<file path="src/rtl/fetch_controller_pkg.sv">
`default_nettype none
// ============================================================================
// Module      : fetch_controller_pkg
// Description : Shared fetch/IB types and sizing constants.
// Revision    : 1.0
// ============================================================================
package fetch_controller_pkg;

    localparam int IB_PUSH_WIDTH = 4;
    localparam int IB_SZ         = 16;
    localparam int IB_IDX_BITS   = $clog2(IB_SZ);
    localparam int FB_BYTES_DEF  = IB_PUSH_WIDTH * 4;

    typedef struct packed {
        logic [31:0] inst;
        logic [31:0] PC;
        logic [31:0] NPC;
        logic        valid;
    } FETCH_PACKET;

    typedef enum logic [0:0] {
        ST_RUN   = 1'b0,
        ST_DRAIN = 1'b1
    } fetch_state_t;

    function automatic logic [31:0] block_align(input logic [31:0] pc, input int fb_bytes);
        return pc & ~(32'(fb_bytes) - 32'd1);
    endfunction

endpackage
`default_nettype wire

</file>
<file path="src/rtl/fetch_controller_pc_fifo.sv">
`default_nettype none
// ============================================================================
// Module      : fetch_pc_fifo
// Description : FIFO of request PCs, one entry per outstanding icache request.
// Revision    : 1.0
// ============================================================================
module fetch_pc_fifo #(
    parameter int DEPTH = 2
) (
    input  logic        clock,
    input  logic        i_clear,
    input  logic        i_push,
    input  logic [31:0] i_push_pc,
    input  logic        i_pop,
    output logic [31:0] o_head_pc
);

    localparam int PTR_W = (DEPTH > 1) ? $clog2(DEPTH) : 1;
    localparam int CNT_W = $clog2(DEPTH + 1);

    logic [31:0]      r_mem [DEPTH];
    logic [PTR_W-1:0] r_wr_ptr;
    logic [PTR_W-1:0] r_rd_ptr;
    logic [CNT_W-1:0] r_count;
    logic             w_do_push;
    logic             w_do_pop;

    function automatic logic [PTR_W-1:0] next_ptr(input logic [PTR_W-1:0] p);
        return (p == PTR_W'(DEPTH - 1)) ? '0 : p + PTR_W'(1);
    endfunction

    assign w_do_push = i_push && (r_count != CNT_W'(DEPTH));
    assign w_do_pop  = i_pop && (r_count != '0);
    assign o_head_pc = r_mem[r_rd_ptr];

    always_ff @(posedge clock) begin
        if (i_clear) begin
            r_wr_ptr <= '0;
            r_rd_ptr <= '0;
            r_count  <= '0;
        end else begin
            if (w_do_push) r_wr_ptr <= next_ptr(r_wr_ptr);
            if (w_do_pop)  r_rd_ptr <= next_ptr(r_rd_ptr);
            r_count <= r_count + CNT_W'(w_do_push) - CNT_W'(w_do_pop);
        end
    end

    always_ff @(posedge clock) begin
        if (w_do_push) r_mem[r_wr_ptr] <= i_push_pc;
    end

endmodule
`default_nettype wire

</file>
<file path="src/rtl/fetch_controller.sv">
`default_nettype none
// ============================================================================
// Module      : fetch_controller
// Description : Credit-gated icache fetch sequencer feeding the IB; squashes
//               stale responses after redirects. Optional FETCH_PERF_EN
//               adds credit-stall and squash counters.
// Revision    : 1.0
// ============================================================================
module fetch_controller
    import fetch_controller_pkg::*;
#(
    parameter logic [31:0] RESET_PC        = 32'h0,
    parameter int          MAX_OUTSTANDING = 2,
    parameter int          FB_BYTES        = FB_BYTES_DEF
) (
    input  logic                            clock,
    input  logic                            reset,
    input  logic [IB_IDX_BITS:0]            i_ib_available_slots,
    output FETCH_PACKET [IB_PUSH_WIDTH-1:0] o_ib_push,
    output logic                            o_ib_flush,
    output logic                            o_ic_req_valid,
    output logic [31:0]                     o_ic_req_addr,
    input  logic                            i_ic_req_ready,
    input  logic                            i_ic_resp_valid,
    input  logic [IB_PUSH_WIDTH*32-1:0]     i_ic_resp_data,
`ifdef FETCH_PERF_EN
    output logic [31:0]                     o_perf_credit_stall,
    output logic [31:0]                     o_perf_squashed,
`endif
    input  logic                            i_redirect_valid,
    input  logic [31:0]                     i_redirect_pc
);

    localparam int CNT_W  = $clog2(MAX_OUTSTANDING + 1);
    localparam int PROD_W = IB_IDX_BITS + 2;

    fetch_state_t     r_state;
    fetch_state_t     w_state_next;
    logic [31:0]      r_fetch_pc;
    logic [CNT_W-1:0] r_inflight;
    logic [CNT_W-1:0] r_to_drop;
    logic [CNT_W-1:0] w_to_drop_next;
    logic [CNT_W-1:0] w_live;
    logic [PROD_W-1:0] w_need;
    logic             w_credit_ok;
    logic             w_room;
    logic             w_accept;
    logic             w_consume;
    logic             w_drop;
    logic [31:0]      w_head_pc;
    logic [31:0]      w_head_aligned;
    logic [31:0]      w_offset;

    assign w_live      = r_inflight - r_to_drop;
    assign w_need      = (PROD_W'(w_live) + PROD_W'(1)) * PROD_W'(IB_PUSH_WIDTH);
    assign w_credit_ok = {1'b0, i_ib_available_slots} >= w_need;
    assign w_room      = r_inflight < CNT_W'(MAX_OUTSTANDING);

    assign o_ic_req_valid = !reset && !i_redirect_valid && w_room && w_credit_ok;
    assign o_ic_req_addr  = block_align(r_fetch_pc, FB_BYTES);
    assign o_ib_flush     = !reset && i_redirect_valid;

    assign w_accept  = o_ic_req_valid && i_ic_req_ready;
    assign w_consume = i_ic_resp_valid && (r_inflight != '0);
    // Anything in flight when a redirect lands is stale, including a response in that same cycle.
    assign w_drop    = w_consume && (i_redirect_valid || (r_to_drop != '0));

    // Not cleared on redirect: dropped responses still pop their stale entries.
    fetch_pc_fifo #(
        .DEPTH (MAX_OUTSTANDING)
    ) u_pc_fifo (
        .clock     (clock),
        .i_clear   (reset),
        .i_push    (w_accept),
        .i_push_pc (r_fetch_pc),
        .i_pop     (w_consume),
        .o_head_pc (w_head_pc)
    );

    assign w_head_aligned = block_align(w_head_pc, FB_BYTES);
    assign w_offset       = (w_head_pc >> 2) % 32'(IB_PUSH_WIDTH);

    always_ff @(posedge clock) begin
        if (reset) begin
            r_state    <= ST_RUN;
            r_fetch_pc <= RESET_PC;
            r_inflight <= '0;
            r_to_drop  <= '0;
        end else begin
            r_state    <= w_state_next;
            r_inflight <= r_inflight + CNT_W'(w_accept) - CNT_W'(w_consume);
            r_to_drop  <= w_to_drop_next;
            if (i_redirect_valid)
                r_fetch_pc <= i_redirect_pc;
            else if (w_accept)
                r_fetch_pc <= o_ic_req_addr + 32'(FB_BYTES);
        end
    end

    always_comb begin
        w_state_next   = r_state;
        w_to_drop_next = r_to_drop;
        o_ib_push      = '0;

        if (i_redirect_valid)
            w_to_drop_next = r_inflight - CNT_W'(w_consume);
        else if (w_consume && (r_to_drop != '0))
            w_to_drop_next = r_to_drop - CNT_W'(1);

        case (r_state)
            ST_RUN:   if (i_redirect_valid && (w_to_drop_next != '0)) w_state_next = ST_DRAIN;
            ST_DRAIN: if (w_to_drop_next == '0) w_state_next = ST_RUN;
            default:  w_state_next = ST_RUN;
        endcase

        if (!reset && w_consume && !w_drop) begin
            for (int i = 0; i < IB_PUSH_WIDTH; i++) begin
                if (32'(i) >= w_offset) begin
                    o_ib_push[i].inst  = i_ic_resp_data[32*i +: 32];
                    o_ib_push[i].PC    = w_head_aligned + 32'(4 * i);
                    o_ib_push[i].NPC   = w_head_aligned + 32'(4 * i + 4);
                    o_ib_push[i].valid = 1'b1;
                end
            end
        end
    end

`ifdef FETCH_PERF_EN
    logic [31:0] r_perf_credit_stall;
    logic [31:0] r_perf_squashed;

    always_ff @(posedge clock) begin
        if (reset) begin
            r_perf_credit_stall <= '0;
            r_perf_squashed     <= '0;
        end else begin
            if (w_room && !w_credit_ok && (r_perf_credit_stall != '1))
                r_perf_credit_stall <= r_perf_credit_stall + 32'd1;
            if (w_drop && (r_perf_squashed != '1))
                r_perf_squashed <= r_perf_squashed + 32'd1;
        end
    end

    assign o_perf_credit_stall = r_perf_credit_stall;
    assign o_perf_squashed     = r_perf_squashed;
`endif

endmodule
`default_nettype wire

</file>
<file path="config.mk">
export PLATFORM = sky130hd
export DESIGN_NAME = fetch_controller
export DESIGN_NICKNAME = d
export VERILOG_FILES = /design/src/rtl/fetch_controller_pkg.sv /design/src/rtl/fetch_controller_pc_fifo.sv /design/src/rtl/fetch_controller.sv
export SDC_FILE = /design/constraint.sdc
export NUM_CORES = 1
export LEC_CHECK = 0
export BUFFER_PORTS_ARGS = -buffer_cell sky130_fd_sc_hd__buf_2
export CAP_MARGIN = 20
export CORE_AREA = 2 2 229 231
export DETAILED_ROUTE_END_ITERATION = 8
export DIE_AREA = 0 0 231 233
export SLEW_MARGIN = 20
export SYNTH_ARGS = -nofsm -noshare
export SYNTH_HDL_FRONTEND = slang
export SYNTH_SLANG_ARGS = --single-unit
</file>
<file path="constraint.sdc">
create_clock -name clock -period 4.1 [get_ports clock]
set_input_delay 1.025 -clock clock [delete_from_list [all_inputs] [get_ports clock]]
set_output_delay 1.025 -clock clock [all_outputs]
set_load 0.03 [all_outputs]
</file>
**After elaboration in Yosys (flattened, before gate mapping)**

Memory sizes are Yosys's and may differ from the RTL's. A register that Yosys moved wholly into a read port is not among the register bits.
Index checks and enable logic that the tools add are counted.
Widths: inputs -> output; s select.

- Register bits: 40
- Memory bits (writable): 64
- Bits of input ports: 170
- Logic and storage cells: 65
- Memories: 1

Memory list:

| memory | words | bits a word | read ports | clocked after Yosys merged registers in | write ports | line | source |
|---|---|---|---|---|---|---|---|
| u_pc_fifo.r_mem | 2 | 32 | 1 | 1 | 1 | fetch_controller_pc_fifo.sv:21 | `logic [31:0] r_mem [DEPTH];` |

- $add $sub $neg: 15
- $lt $le $gt $ge: 6
- Equal/unequal tests: 1
- Mux-type cells: 15
- Reductions and logical operators: 21

Operators with widths:

| cell | count |
|---|---|
| $mux 388 | 1 |
| $mux 97 | 4 |
| $add 32x4->32 const B | 2 |
| $add 32x5->32 const B | 2 |
| $mux 32 | 2 |
| $add 32x3->32 const B | 1 |
| $logic_and 1x1->1 | 12 |
| $reduce_bool 2->1 | 5 |
| $mux 1 | 6 |
| $sub 2x1->2 | 3 |
| $ge 5x5->1 | 1 |
| $add 2x1->2 | 2 |
| $ge 1x2->1 const A | 2 |
| $ge 2x2->1 const A | 2 |
| $mux 2 | 2 |
| $add 2x1->3 const B | 1 |
| $logic_not 1->1 | 3 |
| $add 1x1->1 const B | 2 |
| $lt 2x2->1 const B | 1 |
| $ne 2x2->1 const B | 1 |
| $sub 2x1->2 const B | 1 |
| $sub 2x2->2 | 1 |
| $logic_or 1x1->1 | 1 |

**Logic depth before layout (Yosys ltp)**

- Depth after elaboration: 8
- Depth in mapped cells: 18
- Gate-level depth less buffers: 17

**Cells and area by module**

From an unflattened synthesis, not the netlist that was laid out.

- Cells, all modules: 933
- Area total of the unflattened synthesis: 8,204.1 um^2

By module, submodules not included:

| module | times used | cells an instance | area an instance (um^2) | sequential area each (um^2) |
|---|---|---|---|---|
| fetch_controller | 1 | 803 | 5,644.2 | 720.7 |
| fetch_pc_fifo | 1 | 130 | 2,560.0 | 2,021.9 |

**Least setup slack after synthesis**

OpenSTA, ideal clock, no wires.

- Path type: input to register
- From: input port i_ib_available_slots[2]
- To: memory u_pc_fifo.r_mem[0][10], enable pin
- Arrival: 3.838 ns
- Required time: 3.683 ns
- Setup slack: -0.155 ns
- Cell stages on the path: 7
- Cells stage by stage: inv_1 ha_1 or3b_2 a31oi_1 clkbuf_1 nand3_1 nor2_1

- Cells in the longest elaborated chain, start to end: 6

Ends and longest elaborated chain:

| element | line | source |
|---|---|---|
| start: declaration | fetch_controller.sv:18 | `input logic [IB_IDX_BITS:0] i_ib_available_slots,` |
| $ge 5x5->1 | fetch_controller.sv:56 | `assign w_credit_ok = {1'b0, i_ib_available_slots} >= w_need;` |
| $logic_and 1x1->1 | fetch_controller.sv:59 | `assign o_ic_req_valid = !reset && !i_redirect_valid && w_room && w_credit_ok;` |
| $logic_and 1x1->1 | fetch_controller.sv:63 | `assign w_accept = o_ic_req_valid && i_ic_req_ready;` |
| $logic_and 1x1->1 | fetch_controller_pc_fifo.sv:32 | `assign w_do_push = i_push && (r_count != CNT_W'(DEPTH));` |
| $mux 1 | fetch_controller_pc_fifo.sv:49 | `if (w_do_push) r_mem[r_wr_ptr] <= i_push_pc;` |
| $mux 1 (implied by the code) | fetch_controller_pc_fifo.sv:49 |  |
| end: declaration | fetch_controller_pc_fifo.sv:21 |  |

No other way between the ends.

==> flow_metrics.py <==
metrics = {
    "place": {
        "dpl.hpwl_mm": 37.8,
        "place_ws_ps": 244,
        "portBuffers": 561,
        "gp_congestion": 0.941,
        "placedInstanceArea_um2": 10800,
    },
    "critical_path": {
        "cp.required_ps": 3070,
        "worstSetupPathType": "flip-flop to output port",
        "worstPathMaxFanout": 32,
        "r2r_start": "r_inflight[0]",
        "cp-start-kind": "flip-flop",
        "worst_r2r_path_depth": 12,
        "endpoint_kind": "output port",
        "reg2reg_to": "u_pc_fifo.r_mem[0][4]",
        "arrival_ps": 2900,
        "reg2reg_slack_ps": 760,
    },
    "finish": {
        "drive_above_1_share_pct": 46.9,
        "final_util_pct": 21.7,
        "synthToLayoutAreaGrowth_pct": 42.4,
        "design_area_um2": 11100,
        "fin_nets": 1580,
    },
    "sta": {
        "rsz0062_at_grt": "no",
        "tightest_slew_ps": 842,
        "skew_ps": 10.7,
        "fmax_mhz": 255,
        "finalCritPeriodShare_pct": 95.8,
        "setup_viol": 0,
        "tns_ps": 0,
        "final_hold_viol_count": 0,
        "fin_hold_ws_ps": 467,
        "slew_viol_final": 0,
        "slew_headroom_pct": 43.4,
        "setup_ws_ps": 172,
        "min_period_ps": 3930,
    },
    "grt": {
        "grt_antenna_before_repair": 15,
        "grt_pass1_wl_mm": 60.3,
        "grt_remaining_overflow": 0,
        "grt_max_degree": 68,
        "track_usage_pct": 15.5,
        "grt_pass1_vias": 7994,
    },
    "synthesis": {
        "postSynth.asyncResetShare_pct": 0,
        "synth_top_family_by_area": "simple AND/OR/NAND/NOR gates",
        "synth_adder_area_share_pct": 2.09,
        "synth_top_area_share_pct": 23.2,
        "synthMuxAreaShare_pct": 3.97,
        "synth_compound_area_share_pct": 8.62,
        "yosysMostFrequentCell": "nor2_1",
        "ys_seq_area_share_pct": 33.2,
        "yosys_warnings": 0,
        "synthTopCellsByCount": "150 x nor2_1, 148 x buf_4, 76 x and3_1",
        "synth_simple_gate_area_share_pct": 29.9,
        "syn_area_per_cell_um2": 8.26,
        "synth-edff-count": 60,
        "synth_flop_cell": "edfxtp_1",
        "ys_types": 60,
        "synth_area_leaders": "edfxtp_1 23%, buf_4 14%, dfxtp_1 10%, nor2_1 7.2%, and3_1 6.1%",
        "syn_area_um2": 7780,
        "synth_cells": 942,
        "ys_ff_latch": 99,
        "yosysTopAreaCell": "edfxtp_1",
        "synth_xor_area_share_pct": 3.49,
    },
    "clock_network": {
        "clock_sinks": 99,
        "insertion_delay_ps": 350,
        "post_cts_buffers": 0,
        "path_clk_slew_ps": 70,
        "cts_buffer_depth": 2,
        "cts_buffers": 9,
        "cts-root-buf": "clkbuf_16",
        "h-tree-depth": 3,
        "cts_tree": "done",
    },
    "hold_path": {
        "hold_depth": 0,
        "hp-start": "r_fetch_pc[3]",
        "hp-class": "flip-flop to flip-flop",
        "worstHoldEndpoint": "u_pc_fifo.r_mem[0][3]",
    },
    "power": {
        "power_density_nw_per_um2": 272,
        "p_seq_share_pct": 39.5,
        "p_sw_mw": 1.10,
        "internal_power_mw": 1.91,
        "p_comb_share_pct": 31.8,
        "p_clk_share_pct": 28.7,
        "vdd_drop_max_mv": 0.188,
        "p_leak_nw": 5.93,
        "netSwitchingFraction_pct": 36.6,
    },
    "drt": {
        "antenna_left": 0,
        "vias_per_cell": 4.22,
        "vias": 8796,
        "finalWirelength_mm": 45.1,
        "initialDrtViolationCount": 715,
        "drtPass1Iterations": 8,
        "drc_errors": 0,
        "wl_per_cell_um": 21.6,
    },
    "floorplanning": {
        "die_h_um": 233,
        "dieArea_um2": 53800,
        "fp.dieW_um": 231,
        "start_util_pct": 15.2,
        "coreArea_um2": 51100,
        "core.rowCount": 83,
        "pin_count": 592,
    },
    "job": {
        "timing.max_cap.violations": 0,
    },
    "outcome": {
        "status": "finished clean",
    },
}
## final cells by class
type	count	area, um2
fillers	5699	40000
multi-input cells	639	3890
repair buffers	623	3340
flip-flops and latches	99	2590
well taps	680	851
clock buffers	10	229
inverters	25	93.8
clock inverters	6	71.3
diodes	4	10.0
## per-stage QoR
step / cells / total power [mW]
final: 2086 / 3.02
after global routing: 2082 / 3.16
after CTS: 2082 / 3.03
after detailed placement: 2066 / 2.17
after global placement: 2066 / 2.16
after floorplan: 969 / 1.82
## timing repair
action / in CTS / in global routing
setup endpoints to repair: 3 / 2
hold endpoints to repair: 0 / 0
hold buffers: 0 / 0
resized for setup: 1 / 1
## sequential cells by signal, indices dropped and copies added (netlist names), named ones only
register	count
u_pc_fifo.r_rd_ptr	1
u_pc_fifo.r_count	2
r_fetch_pc	30
u_pc_fifo.r_mem	60
u_pc_fifo.r_wr_ptr	1
r_inflight	2
r_to_drop	2
## cell families after synthesis
group / after synthesis
muxes: 30
adders and majority gates: 13
other: 1
AOI/OAI and AO/OA: 93
xor gates and xnor gates: 31
DFF: 99
buffers and inverters: 231
and+or+nand+nor: 444
## worst max-delay path: stages (launching register included)
cell,delay (ps)
dfxtp_4,540
buf_12,250
nand4_1,160
a21oi_1,440
nand4_4,300
or4_1,450
and3_1,200
buf_2,190
## how the worst max path moves through the flow
stage                          end  slack [ps]  cells after the start
global route        o_ib_push[320]           7                      7
finish              o_ib_push[322]         170                      7
detailed placement  o_ib_push[322]         240                      9
CTS                 o_ib_push[322]          50                      9
global placement    o_ib_push[322]         250                      9
floorplan            o_ib_push[63]         240                     11
## per-layer routing
metal  GRT usage [%]  part of all wire (%)  up-vias
li1                -                     -     4003
met1            20.8                    43     4321
met2            25.5                    47      424
met3            4.04                   9.0       38
met4            2.20                  0.96       10
met5               0                  0.13        -
## power by group through the flow
stage	combinational, mW	sequential, mW	clock (mW)
6_report	0.960	1.19	0.866
4_1_cts	0.962	1.19	0.882
5_1_grt	1.03	1.20	0.924
3_5_place_dp	0.956	1.21	0
3_3_place_gp	0.951	1.21	0
2_1_floorplan	0.637	1.18	0
## layout by cell type, fill, tap and decap left out, types with 13 or more instances in the layout
master and n:
ha_1 13, a21oi_1 17, xnor2_1 19, nor2_1 149
mux2i_1 25, nand4_1 24, buf_4 60, edfxtp_1 60
and3_1 76, dfxtp_1 38, and2_1 68, nand3_1 19
a31oi_1 13, conb_1 28, nand2_1 45, inv_1 23
buf_2 558
Power figures use the tool's default switching activity.
